==> config.mk <==
export PLATFORM = sky130hd
export DESIGN_NAME = axis_fifo_reader_flat
export DESIGN_NICKNAME = d
export VERILOG_FILES = /design/src/rtl/axis_fifo_reader_pkg.sv /design/src/rtl/axis_fifo_reader_if.sv /design/src/rtl/axis_fifo_reader.sv /design/src/flat_wrapper.sv
export SDC_FILE = /design/constraint.sdc
export NUM_CORES = 1
export LEC_CHECK = 0
export BUFFER_PORTS_ARGS = -buffer_cell sky130_fd_sc_hd__buf_2
export CAP_MARGIN = 20
export CORE_UTILIZATION = 47
export DETAILED_ROUTE_END_ITERATION = 7
export MAX_ROUTING_LAYER = met4
export PLACE_DENSITY_LB_ADDON = 0.15
export SLEW_MARGIN = 20
export SYNTH_ARGS = -nofsm -noshare
export SYNTH_HDL_FRONTEND = slang
export SYNTH_SLANG_ARGS = --single-unit
==> constraint.sdc <==
create_clock -name aclk -period 1.5 [get_ports aclk]
set_input_delay 0.15 -clock aclk [delete_from_list [all_inputs] [get_ports aclk]]
set_output_delay 0.15 -clock aclk [all_outputs]
set_load 0.01 [all_outputs]
==> src/rtl/axis_fifo_reader_pkg.sv <==
// Shared definitions for the FIFO read-side AXI4-Stream adapter:
// output-stage state encoding and default sizes.
package axis_fifo_pkg;

  typedef enum logic [1:0] {
    S_EMPTY = 2'd0,
    S_ONE   = 2'd1,
    S_TWO   = 2'd2
  } state_e;

  localparam int DEF_DATA_W = 8;
  localparam int FIFO_DEPTH = 2048;

endpackage

==> src/rtl/axis_fifo_reader_if.sv <==
// Bundles the FIFO read port and the AXI4-Stream master signals of the reader.
// master: the reader's view; slave: the FIFO/sink environment's view.
interface axis_fifo_reader_if
  import axis_fifo_pkg::*;
#(
  parameter int DATA_W = DEF_DATA_W
) ();

  logic [DATA_W-1:0] fifo_data;
  logic              fifo_last;
  logic              fifo_empty;
  logic              fifo_re_en;
  logic [DATA_W-1:0] m_axis_tdata;
  logic              m_axis_tlast;
  logic              m_axis_tvalid;
  logic              m_axis_tready;

  modport master (
    input  fifo_data, fifo_last, fifo_empty, m_axis_tready,
    output fifo_re_en, m_axis_tdata, m_axis_tlast, m_axis_tvalid
  );

  modport slave (
    output fifo_data, fifo_last, fifo_empty, m_axis_tready,
    input  fifo_re_en, m_axis_tdata, m_axis_tlast, m_axis_tvalid
  );

endinterface

==> src/rtl/axis_fifo_reader.sv <==
// Drains a combinational-read FIFO into a registered two-entry AXI4-Stream output stage.
// Optional completed-packet counter enabled by defining AXIS_PKT_CNT_EN.
module axis_fifo_reader
  import axis_fifo_pkg::*;
#(
  parameter int DATA_W    = DEF_DATA_W,
  parameter int PKT_CNT_W = 16
) (
  input  logic                 aclk,
  input  logic                 aresetn,
  axis_fifo_reader_if.master   bus
`ifdef AXIS_PKT_CNT_EN
  ,
  output logic [PKT_CNT_W-1:0] pkt_count
`endif
);

  state_e            state_r;
  state_e            state_nxt_s;
  logic [DATA_W-1:0] main_data_r;
  logic [DATA_W-1:0] main_data_nxt_s;
  logic              main_last_r;
  logic              main_last_nxt_s;
  logic [DATA_W-1:0] skid_data_r;
  logic [DATA_W-1:0] skid_data_nxt_s;
  logic              skid_last_r;
  logic              skid_last_nxt_s;
  logic              tvalid_r;
  logic              rd_s;
  logic              pop_s;

  // Read strobe sees only the FIFO flag and registered state, never tready.
  assign rd_s  = !bus.fifo_empty && (state_r != S_TWO);
  assign pop_s = tvalid_r && bus.m_axis_tready;

  assign bus.fifo_re_en    = rd_s;
  assign bus.m_axis_tvalid = tvalid_r;
  assign bus.m_axis_tdata  = main_data_r;
  assign bus.m_axis_tlast  = main_last_r;

  // Next-state and register-load selection for the output stage.
  always_comb begin
    state_nxt_s     = state_r;
    main_data_nxt_s = main_data_r;
    main_last_nxt_s = main_last_r;
    skid_data_nxt_s = skid_data_r;
    skid_last_nxt_s = skid_last_r;
    case (state_r)
      S_EMPTY: begin
        if (rd_s) begin
          state_nxt_s     = S_ONE;
          main_data_nxt_s = bus.fifo_data;
          main_last_nxt_s = bus.fifo_last;
        end else begin
          state_nxt_s = S_EMPTY;
        end
      end
      S_ONE: begin
        if (rd_s && pop_s) begin
          state_nxt_s     = S_ONE;
          main_data_nxt_s = bus.fifo_data;
          main_last_nxt_s = bus.fifo_last;
        end else if (rd_s) begin
          state_nxt_s     = S_TWO;
          skid_data_nxt_s = bus.fifo_data;
          skid_last_nxt_s = bus.fifo_last;
        end else if (pop_s) begin
          state_nxt_s = S_EMPTY;
        end else begin
          state_nxt_s = S_ONE;
        end
      end
      S_TWO: begin
        // The skid entry is older than anything still in the FIFO, so it refills main.
        if (pop_s) begin
          state_nxt_s     = S_ONE;
          main_data_nxt_s = skid_data_r;
          main_last_nxt_s = skid_last_r;
        end else begin
          state_nxt_s = S_TWO;
        end
      end
      default: begin
        state_nxt_s = S_EMPTY;
      end
    endcase
  end

  // Output-stage registers; tvalid is registered alongside the state it mirrors.
  always_ff @(posedge aclk or negedge aresetn) begin
    if (!aresetn) begin
      state_r     <= S_EMPTY;
      main_data_r <= {DATA_W{1'b0}};
      main_last_r <= 1'b0;
      skid_data_r <= {DATA_W{1'b0}};
      skid_last_r <= 1'b0;
      tvalid_r    <= 1'b0;
    end else begin
      state_r     <= state_nxt_s;
      main_data_r <= main_data_nxt_s;
      main_last_r <= main_last_nxt_s;
      skid_data_r <= skid_data_nxt_s;
      skid_last_r <= skid_last_nxt_s;
      tvalid_r    <= (state_nxt_s != S_EMPTY);
    end
  end

`ifdef AXIS_PKT_CNT_EN
  logic [PKT_CNT_W-1:0] pkt_cnt_r;

  // Counts accepted end-of-packet beats, wrapping naturally.
  always_ff @(posedge aclk or negedge aresetn) begin
    if (!aresetn) begin
      pkt_cnt_r <= {PKT_CNT_W{1'b0}};
    end else if (pop_s && main_last_r) begin
      pkt_cnt_r <= pkt_cnt_r + PKT_CNT_W'(1);
    end else begin
      pkt_cnt_r <= pkt_cnt_r;
    end
  end

  assign pkt_count = pkt_cnt_r;
`endif

endmodule

==> src/flat_wrapper.sv <==
// flat-port wrapper written by rule: the top's interface ports become plain ports
module axis_fifo_reader_flat import axis_fifo_pkg::*;
#(
  parameter int DATA_W    = DEF_DATA_W,
  parameter int PKT_CNT_W = 16
)
  (aclk, aresetn, bus_fifo_data, bus_fifo_last, bus_fifo_empty, bus_m_axis_tready, bus_fifo_re_en, bus_m_axis_tdata, bus_m_axis_tlast, bus_m_axis_tvalid);
  axis_fifo_reader_if #(.DATA_W(DATA_W)) bus_i ();
  input  logic aclk;
  input  logic aresetn;
  input wire logic [$bits(bus_i.fifo_data)-1:0] bus_fifo_data;
  input wire logic [$bits(bus_i.fifo_last)-1:0] bus_fifo_last;
  input wire logic [$bits(bus_i.fifo_empty)-1:0] bus_fifo_empty;
  input wire logic [$bits(bus_i.m_axis_tready)-1:0] bus_m_axis_tready;
  output wire logic [$bits(bus_i.fifo_re_en)-1:0] bus_fifo_re_en;
  output wire logic [$bits(bus_i.m_axis_tdata)-1:0] bus_m_axis_tdata;
  output wire logic [$bits(bus_i.m_axis_tlast)-1:0] bus_m_axis_tlast;
  output wire logic [$bits(bus_i.m_axis_tvalid)-1:0] bus_m_axis_tvalid;
  assign bus_i.fifo_data = bus_fifo_data;
  assign bus_i.fifo_last = bus_fifo_last;
  assign bus_i.fifo_empty = bus_fifo_empty;
  assign bus_i.m_axis_tready = bus_m_axis_tready;
  assign bus_fifo_re_en = bus_i.fifo_re_en;
  assign bus_m_axis_tdata = bus_i.m_axis_tdata;
  assign bus_m_axis_tlast = bus_i.m_axis_tlast;
  assign bus_m_axis_tvalid = bus_i.m_axis_tvalid;
  axis_fifo_reader #(.DATA_W(DATA_W), .PKT_CNT_W(PKT_CNT_W)) u_core (.aclk(aclk), .aresetn(aresetn), .bus(bus_i));
endmodule
==> metrics.yaml <==
run_status:
  status: "complete, but fails checks"
  violations: "setup timing"
worst_setup_path:
  critical_path_class: "register to register"
  critPathArrivalTime_ns: 1.91
  worst-path-max-fanout: 5
  worstReg2RegEnd: "u_core.bus.m_axis_tlast"
  startpoint_type: "register"
  reg2reg_from: "u_core.state_r[1]"
  required_ns: 1.69
  cp-end-kind: "register"
  regToRegSetupSlack_ns: -0.22
  rr_worst_depth: 6
power:
  power.leakage_nw: 0.659
  p_sw_mw: 0.838
  combPwrFrac: 0.507
  finalPower_mw: 2.57
  powerDensity_mw_per_mm2: 1910
  power_frac_seq: 0.390
  intPower_mw: 1.73
  p_sw_frac: 0.326
  clkPwrFrac: 0.103
  ir_drop_v: 0.00114
flow_run:
  max_cap_viol_count: 0
sta:
  worst_slack_ns: -0.223
  tightest_slew_ns: 0.447
  rsz0062_at_grt: "yes"
  report.final.slew_viol_count: 0
  setup_tns_ns: -3.51
  final_hold_viol_count: 0
  fin_crit_ns: 1.72
  finalSetupViolations: 18
  max_slew_margin: 0.702
  max_freq_ghz: 0.581
  period_share: 1.15
  skew_ns: 0.0112
  whs_ns: 0.0803
clocking:
  cts_tree: "yes"
  cts_sinks: 21
  root_buffer: "clkbuf_4"
  cts_buffers: 3
  path_clk_slew_ns: 0.12
  cts_max_path_buffers: 2
  clk_latency_ns: 0.30
  h-tree-depth: 1
min_path:
  hp-start: "bus_fifo_data[3]"
  hold_class: "input pin to register"
  whs_endpoint: "u_core.skid_data_r[3]"
  worstHoldPathCells: 2
finish:
  synthToLayoutAreaGrowth_pct: 26.8
  drive_above_1_share: 0.692
  stdcell_area_mm2: 0.00135
  finish.utilization: 0.659
  nets: 120
  antennaDiodeCount: 0
  instances_no_fill: 131
logic_synthesis:
  synth_area_per_cell_um2: 15.4
  async_flop_share: 1.00
  yosysWarningCount: 0
  yosysTopAreaCellShare: 0.495
  netlist_top_cells_count: "dfrtp_1 (21), mux2_4 (17), mux2_2 (10), nand2_1 (3)"
  synth_most_common_cell: "dfrtp_1"
  syn_area_mm2: 0.00106
  synth_area_leaders: "dfrtp_1 (50%), mux2_4 (24%), mux2_2 (11%)"
  synth_seq_cells: 21
  synth-edff-count: 0
  synth_top_flop_cell: "dfrtp_1"
  synth_cell_type_count: 20
  syn-num-nets: 84
  synth_top_area_cell: "dfrtp_1"
  yosysSeqAreaShare: 0.495
  synthCells: 69
floorplanning:
  core_area_mm2: 0.00204
  die_area_mm2: 0.00245
  fp.dieH_um: 49.5
  start_util: 0.520
  core.rowCount: 16
  chipWidth_um: 49.5
  pin_count: 24
placement:
  dp_slack_ns: -0.230
  dp_cells: 124
  gp_congestion: 0.800
  placed_cell_area_mm2: 0.00125
  post-dp-hpwl_um: 1360
  port_buffers: 23
detailed_routing:
  drc: 0
  postRouteWirelength_um: 2030
  drtAntennaViolNets: 0
  first_pass_iters: 2
  num_vias: 691
  drt_iter0_drc: 3
  wl_per_cell_um: 15.5
  viasPerCell: 5.27
global_routing:
  grt_pass1_vias: 715
  grt_antenna_before_repair: 0
  grt_max_degree: 22
  grt_usage: 0.199
  grt_pass1_wl_um: 3490
  grt_overflow: 0
## power by group through the flow
stage	clock network, mW	registers (mW)	logic [mW]
after CTS	0.276	1.00	1.29
after global routing	0.305	1.04	1.40
final	0.264	1.00	1.30
after detailed placement	0	1.01	1.23
after floorplan	0	1.07	0.796
after global placement	0	0.988	1.20
## layer usage
metal	global-route usage	routed length, um
met1	0.230	818
met2	0.352	1120
met5	-	0
met3	0.0556	82
met4	0.0286	8
## layout by cell type, fill, tap and decap left out, drive strengths merged
master        n
clkinv        1
nand2         3
buf          31
mux2         27
nand2b        1
dlygate4sd3   1
clkbuf        3
inv           1
nand3b        1
nor3b         1
and2b         1
nor2          2
nor2b         1
dfrtp        21
a22oi         1
o21ai         1
o211ai        3
or3           1
o21bai        1
ha            2
## state kept, by name, indices dropped and copies added (netlist names)
signal	flops
u_core.bus.m_axis_tdata	8
u_core.skid_data_r	8
u_core.state_r	2
u_core.bus.m_axis_tlast	1
u_core.bus.m_axis_tvalid	1
u_core.skid_last_r	1
## final cells by class
type                            count  area [um^2]
Inverter                            1         3.75
Multi-Input combinational cell     46          563
Fill cell                         159          697
Sequential cell                    21          526
Clock buffer                        3         22.5
Timing Repair Buffer               32          191
Tap cell                           27         33.8
Clock inverter                      1         5.00
## worst max-delay path, cell delays in order, from the launching register on
cell      delay, ns
dfrtp_1        0.42
and2b_2        0.23
nor2_4         0.12
ha_4           0.15
nand3b_1       0.16
o211ai_4       0.20
mux2_4         0.33
## kinds of logic after synthesis
group | Yosys count | synth area share
muxes | 27 | 0.347
DFF | 21 | 0.495
and+or+nand+nor | 11 | 0.0672
AOI/OAI and AO/OA | 5 | 0.0460
buffers and inverters | 3 | 0.0212
adders and majority gates | 2 | 0.0236
## how the worst max path moves through the flow
stage / startpoint / end / slack [ns] / cells past startpoint
final: u_core.state_r[1] / u_core.bus.m_axis_tlast / -0.22 / 6
after detailed placement: u_core.state_r[0] / u_core.skid_data_r[1] / -0.23 / 6
after global routing: u_core.state_r[1] / u_core.bus.m_axis_tdata[0] / -0.26 / 6
after floorplan: u_core.state_r[1] / u_core.bus.m_axis_tdata[0] / -0.22 / 6
after CTS: u_core.state_r[1] / u_core.bus.m_axis_tlast / -0.20 / 6
after global placement: u_core.state_r[0] / u_core.skid_data_r[0] / -0.18 / 6
## what timing repair did
| item | CTS | global route |
|---|---|---|
| buffers inserted | 1 | 0 |
| hold buffers | 1 | 0 |
| endpoints found under the hold margin | 21 | 0 |
| gates resized for setup | 5 | 2 |
| pin swaps | 4 | 2 |
| cloned | 2 | 0 |
| endpoints found under the setup margin | 18 | 21 |
(Power assumes the default switching activity.)
